===== src/rtl/m_pipereg_ctl.sv =====
// Execute-to-memory pipeline register with stall, bubble injection, sticky
// exception kill, valid flag and saturating stall/bubble event counters.
module m_pipereg_ctl #(
  parameter int N       = 64,
  parameter int CNT_W   = 32,
  parameter int KILL_EN = 1
) (
  input  logic             clk,
  input  logic             rst,
  input  logic             m_stall,
  input  logic             m_bubble,
  input  logic             w_exc,
  input  logic [3:0]       e_icode,
  input  logic [3:0]       e_ifun,
  input  logic [3:0]       e_rA,
  input  logic [3:0]       e_rB,
  input  logic [3:0]       e_dstE,
  input  logic [3:0]       e_dstM,
  input  logic [2:0]       e_stat,
  input  logic             e_cnd,
  input  logic [N-1:0]     e_valA,
  input  logic [N-1:0]     e_valB,
  input  logic [N-1:0]     e_valC,
  input  logic [N-1:0]     e_valP,
  input  logic [N-1:0]     e_valE,
  output logic [3:0]       m_icode,
  output logic [3:0]       m_ifun,
  output logic [3:0]       m_rA,
  output logic [3:0]       m_rB,
  output logic [3:0]       m_dstE,
  output logic [3:0]       m_dstM,
  output logic [2:0]       m_stat,
  output logic             m_cnd,
  output logic [N-1:0]     m_valA,
  output logic [N-1:0]     m_valB,
  output logic [N-1:0]     m_valC,
  output logic [N-1:0]     m_valP,
  output logic [N-1:0]     m_valE,
  output logic             m_valid,
  output logic             m_killed,
  output logic [CNT_W-1:0] stall_cnt,
  output logic [CNT_W-1:0] bubble_cnt
);

  typedef struct packed {
    logic [3:0]   icode;
    logic [3:0]   ifun;
    logic [3:0]   rA;
    logic [3:0]   rB;
    logic [3:0]   dstE;
    logic [3:0]   dstM;
    logic [2:0]   stat;
    logic         cnd;
    logic [N-1:0] valA;
    logic [N-1:0] valB;
    logic [N-1:0] valC;
    logic [N-1:0] valP;
    logic [N-1:0] valE;
    logic         valid;
  } stage_t;

  localparam logic [2:0] STAT_AOK = 3'd1;

  stage_t           stage_q, stage_d, bub, load;
  logic             killed_q, killed_d;
  logic [CNT_W-1:0] stall_cnt_q, stall_cnt_d;
  logic [CNT_W-1:0] bubble_cnt_q, bubble_cnt_d;

  always_comb begin
    bub       = '0;
    bub.icode = 4'h1;
    bub.rA    = 4'hF;
    bub.rB    = 4'hF;
    bub.dstE  = 4'hF;
    bub.dstM  = 4'hF;
    bub.stat  = STAT_AOK;
  end

  always_comb begin
    load = '{icode: e_icode, ifun: e_ifun, rA: e_rA, rB: e_rB,
             dstE: e_dstE, dstM: e_dstM, stat: e_stat, cnd: e_cnd,
             valA: e_valA, valB: e_valB, valC: e_valC, valP: e_valP,
             valE: e_valE, valid: 1'b1};
  end

  // Stall outranks every bubble source, so a stall never touches the kill flag.
  always_comb begin
    stage_d      = stage_q;
    killed_d     = killed_q;
    stall_cnt_d  = stall_cnt_q;
    bubble_cnt_d = bubble_cnt_q;
    if (m_stall) begin
      if (stall_cnt_q != '1) stall_cnt_d = stall_cnt_q + CNT_W'(1);
    end else if (m_bubble || w_exc || killed_q) begin
      stage_d = bub;
      if (bubble_cnt_q != '1) bubble_cnt_d = bubble_cnt_q + CNT_W'(1);
    end else begin
      stage_d = load;
      if ((KILL_EN != 0) && (e_stat != STAT_AOK)) killed_d = 1'b1;
    end
  end

  always_ff @(posedge clk) begin
    if (rst) begin
      stage_q      <= bub;
      killed_q     <= 1'b0;
      stall_cnt_q  <= '0;
      bubble_cnt_q <= '0;
    end else begin
      stage_q      <= stage_d;
      killed_q     <= killed_d;
      stall_cnt_q  <= stall_cnt_d;
      bubble_cnt_q <= bubble_cnt_d;
    end
  end

  assign m_icode    = stage_q.icode;
  assign m_ifun     = stage_q.ifun;
  assign m_rA       = stage_q.rA;
  assign m_rB       = stage_q.rB;
  assign m_dstE     = stage_q.dstE;
  assign m_dstM     = stage_q.dstM;
  assign m_stat     = stage_q.stat;
  assign m_cnd      = stage_q.cnd;
  assign m_valA     = stage_q.valA;
  assign m_valB     = stage_q.valB;
  assign m_valC     = stage_q.valC;
  assign m_valP     = stage_q.valP;
  assign m_valE     = stage_q.valE;
  assign m_valid    = stage_q.valid;
  assign m_killed   = killed_q;
  assign stall_cnt  = stall_cnt_q;
  assign bubble_cnt = bubble_cnt_q;

endmodule


===== config.mk =====
export PLATFORM = sky130hd
export DESIGN_NAME = m_pipereg_ctl
export DESIGN_NICKNAME = d
export VERILOG_FILES = /design/src/rtl/m_pipereg_ctl.sv
export SDC_FILE = /design/constraint.sdc
export NUM_CORES = 1
export LEC_CHECK = 0
export BUFFER_PORTS_ARGS = -buffer_cell sky130_fd_sc_hd__buf_2
export CAP_MARGIN = 5
export CELL_PAD_IN_SITES_DETAIL_PLACEMENT = 0
export CELL_PAD_IN_SITES_GLOBAL_PLACEMENT = 1
export CORE_AREA = 4 4 295 297
export CTS_BUF_LIST = sky130_fd_sc_hd__clkbuf_16
export CTS_CLUSTER_DIAMETER = 40
export DETAILED_ROUTE_END_ITERATION = 8
export DIE_AREA = 0 0 299 301
export GPL_TIMING_DRIVEN = 1
export PLACE_DENSITY_LB_ADDON = 0.05
export SLEW_MARGIN = 0
export SYNTH_ARGS = -nofsm -noshare
export SYNTH_HDL_FRONTEND = slang
export SYNTH_SLANG_ARGS = --single-unit

===== constraint.sdc =====
create_clock -name clk -period 3.1 [get_ports clk]
set_input_delay 0.31 -clock clk [delete_from_list [all_inputs] [get_ports clk]]
set_output_delay 0.31 -clock clk [all_outputs]
set_load 0.1 [all_outputs]

==> run metrics <==
Clock Skew approximately 0.019 ns; Synth Instances around 1,600; VDD IR max 0.496 mV; commonest cells after routing, fill and taps aside buf_2 (764), dfxtp_1 (414), nor2_1 (365), dlygate4sd3_1 (348), a22oi_1 (330); count of state elements after synthesis between 400 and 500; initial core utilization 17.5%; Avg WL per Cell a little under 20 um; CP Class register to register; Mapped Area approximately 15,000 um^2; DRT iter0 DRCs a little under 800; placer congestion estimate approximately 0.79; DRC Markers 0; largest net degree at the start of global routing around 170; Synth top area share 55.9%; Antenna Nets Post-Route 0; EDFF count, synth 0; Yosys warning total 0; Required @ worst endpoint 3.61 ns; vias in the first global route 17,200; Async SR Flop Fraction 0%; most common cell after layout, fill and taps aside buf_2; final slew viol count 0; global-route usage over all layers around 16%; Leakage approximately 0.012 uW; CP bufs+invs 1; total wire length approximately 77 mm; first-pass GRT wire length 112 mm; status finished, final reports clean; CP peak stage delay 0.59 ns; total power draw ~19,000 uW; final setup fails 0; slowest CP cell or4_4; initial antenna violation count 4; clock buffer depth 3; Tmin final about 2.4 ns; Pre-antenna DRT Iters 5; Max Fanout on Critical Path 30; Most used DFF post-synth dfxtp_1; CP Data Arrival Time 2.92 ns; CTS tree yes; Seq/Total Area, Yosys a little under three fifths; H-tree Lvls 3; die area 90,000 um^2; IO Port Bufs roughly 770; synthesized area per cell 9.42 um^2; setup slack after layout 0.690 ns; Setup TNS Final 0 ns; post-synth top area cell dfxtp_1; Root Buffer clkbuf_16; Net count, final 3,045; syn_nets roughly 1,900; RSZ-0062 raised after global routing false; clock sink count ~410; slew margin rel. between 20% and 30%; Clk Latency, worst-skew pair 0.63 ns; Hold Crit Class input port to register; Area contributors post-synth dfxtp_1 (56%), a22oi_1 (17%), nor2_1 (9.2%), clkbuf_1 (2.5%), a21oi_1 (1.2%); Slew @ Worst Pin roughly 1.2 ns; PwrDens roughly 700 nW/um^2; crit start category register; maximum clock rate between 400 and 500 MHz; I/O pin cnt 767; Area growth syn-to-layout 82.6%; Netlist cell types 51; placed inst area 19,900 um^2; Worst setup EP type register; total CTS buffers 106; vias per cell about 4.2; Die Ht 301 um; family with the most delay on the worst path simple AND/OR/NAND/NOR gates; clk slew on worst S/H paths 0.04 ns; post-detail-place hpwl between 50 and 60 mm; Hold Fails Final Rpt 0; Rows around 110; Core ar. 84,600 um^2; crit-path cells ha_1, nand2_1, or4_4, nor4_4, buf_4, nor4_2, mux2_4; dpl ws 0.698 ns; vias ~17,000; total gr overflow 0; Die Wd 299 um; fin area about 27,000 um^2; crit share post-route 77.8%; fraction of layout cells with a size suffix above 1 about a third; max_cap viols 0
final cells by class:
cell class | count | area [um^2]
tap | 1144 | 1430
timing repair buffer | 1142 | 7620
clock buffer | 108 | 2700
inverter | 6 | 22.5
clock inverter | 91 | 1000
antenna | 3 | 7.51
sequential | 414 | 8290
multi-input combinational | 1020 | 5970
fill | 9053 | 57600
worst reg2reg max path: stages (launching register included):
cell and delay, ns:
dfxtp_1 0.41, ha_1 0.23, nand2_1 0.14, or4_4 0.59
nor4_4 0.22, buf_4 0.31, nor4_2 0.10, mux2_4 0.30
power by group:
| group | leakage, uW | switching (uW) | internal [uW] |
|---|---|---|---|
| sequential | 0.00335 | 62.6 | 5460 |
| clock | 0.00183 | 3480 | 7980 |
| combinational | 0.00676 | 1420 | 662 |
| total | 0.0119 | 4960 | 14100 |
routing by layer:
layer  vias up  GRT usage, %  part of all wire, %
met5         -             0                0.034
li1       7987             -                    -
met4         4          7.13                  3.7
met1      7889          17.1                   36
met3       142          5.29                  7.4
met2       540          29.6                   52
synth_stat cells (2+ instances only):
cell / instances
mux2_4: 2
o31ai_1: 11
ha_1: 2
nor4_4: 2
a21oi_1: 35
a22oi_1: 330
or2_2: 3
nand2b_1: 19
nor2b_1: 11
xor2_1: 8
o21ai_0: 30
a211oi_1: 3
nor2_1: 365
mux2_2: 4
nand3_1: 23
o31a_1: 2
and3_1: 8
or4_1: 17
nand2_1: 31
clkbuf_1: 100
inv_1: 6
xnor2_1: 8
buf_2: 29
nor4_1: 9
o22ai_1: 18
and4_1: 5
and2_1: 3
nand4_1: 20
nor3_1: 8
o2111ai_1: 3
or3_1: 25
dfxtp_1: 414
metrics by stage:
stage	instances	util, %	hold slack (ns)
2_1_floorplan	1573	-	0.453
6_report	3928	32.0	0.203
5_1_grt	3926	32.0	0.232
3_5_place_dp	3378	23.5	0.467
4_1_cts	3925	32.0	0.196
3_3_place_gp	3378	23.5	0.464
worst paths after layout:
kind,slack (ns),start,end,cells after the start
worst min-delay path,0.20,rst,bubble_cnt[22],2
worst min register to register,0.47,m_valid,m_valid,2
worst max-delay path,0.69,bubble_cnt[0],bubble_cnt[5],7
worst max register to register,0.69,bubble_cnt[0],bubble_cnt[5],7
logic make-up after synthesis:
kind of cell	count (synthesis)	synth area share (%)
adders and majority gates	2	0.169
muxes	7	0.574
buffers and inverters	139	3.85
AOI/OAI and AO/OA	439	21.3
DFF	414	55.9
xor gates and xnor gates	16	0.946
and+or+nand+nor	556	17.2
sequential cells by signal, indices dropped and copies added, names as in the netlist:
| name | cells |
|---|---|
| m_valA | 64 |
| m_valB | 64 |
| m_valC | 64 |
| m_valE | 64 |
| m_valP | 64 |
| bubble_cnt | 32 |
| stall_cnt | 32 |
| m_dstE | 4 |
| m_dstM | 4 |
| m_icode | 4 |
| m_ifun | 4 |
| m_rA | 4 |
| m_rB | 4 |
| m_stat | 3 |
| m_cnd | 1 |
| m_killed | 1 |
| m_valid | 1 |
what timing repair did:
action | CTS | global route
buffers inserted | 0 | 0
gates resized for setup | 0 | 0
hold endpoints to repair | 349 | 0
hold buffers | 348 | 0
endpoints found under the setup margin | 0 | 0
Power figures use the tool's default switching activity.
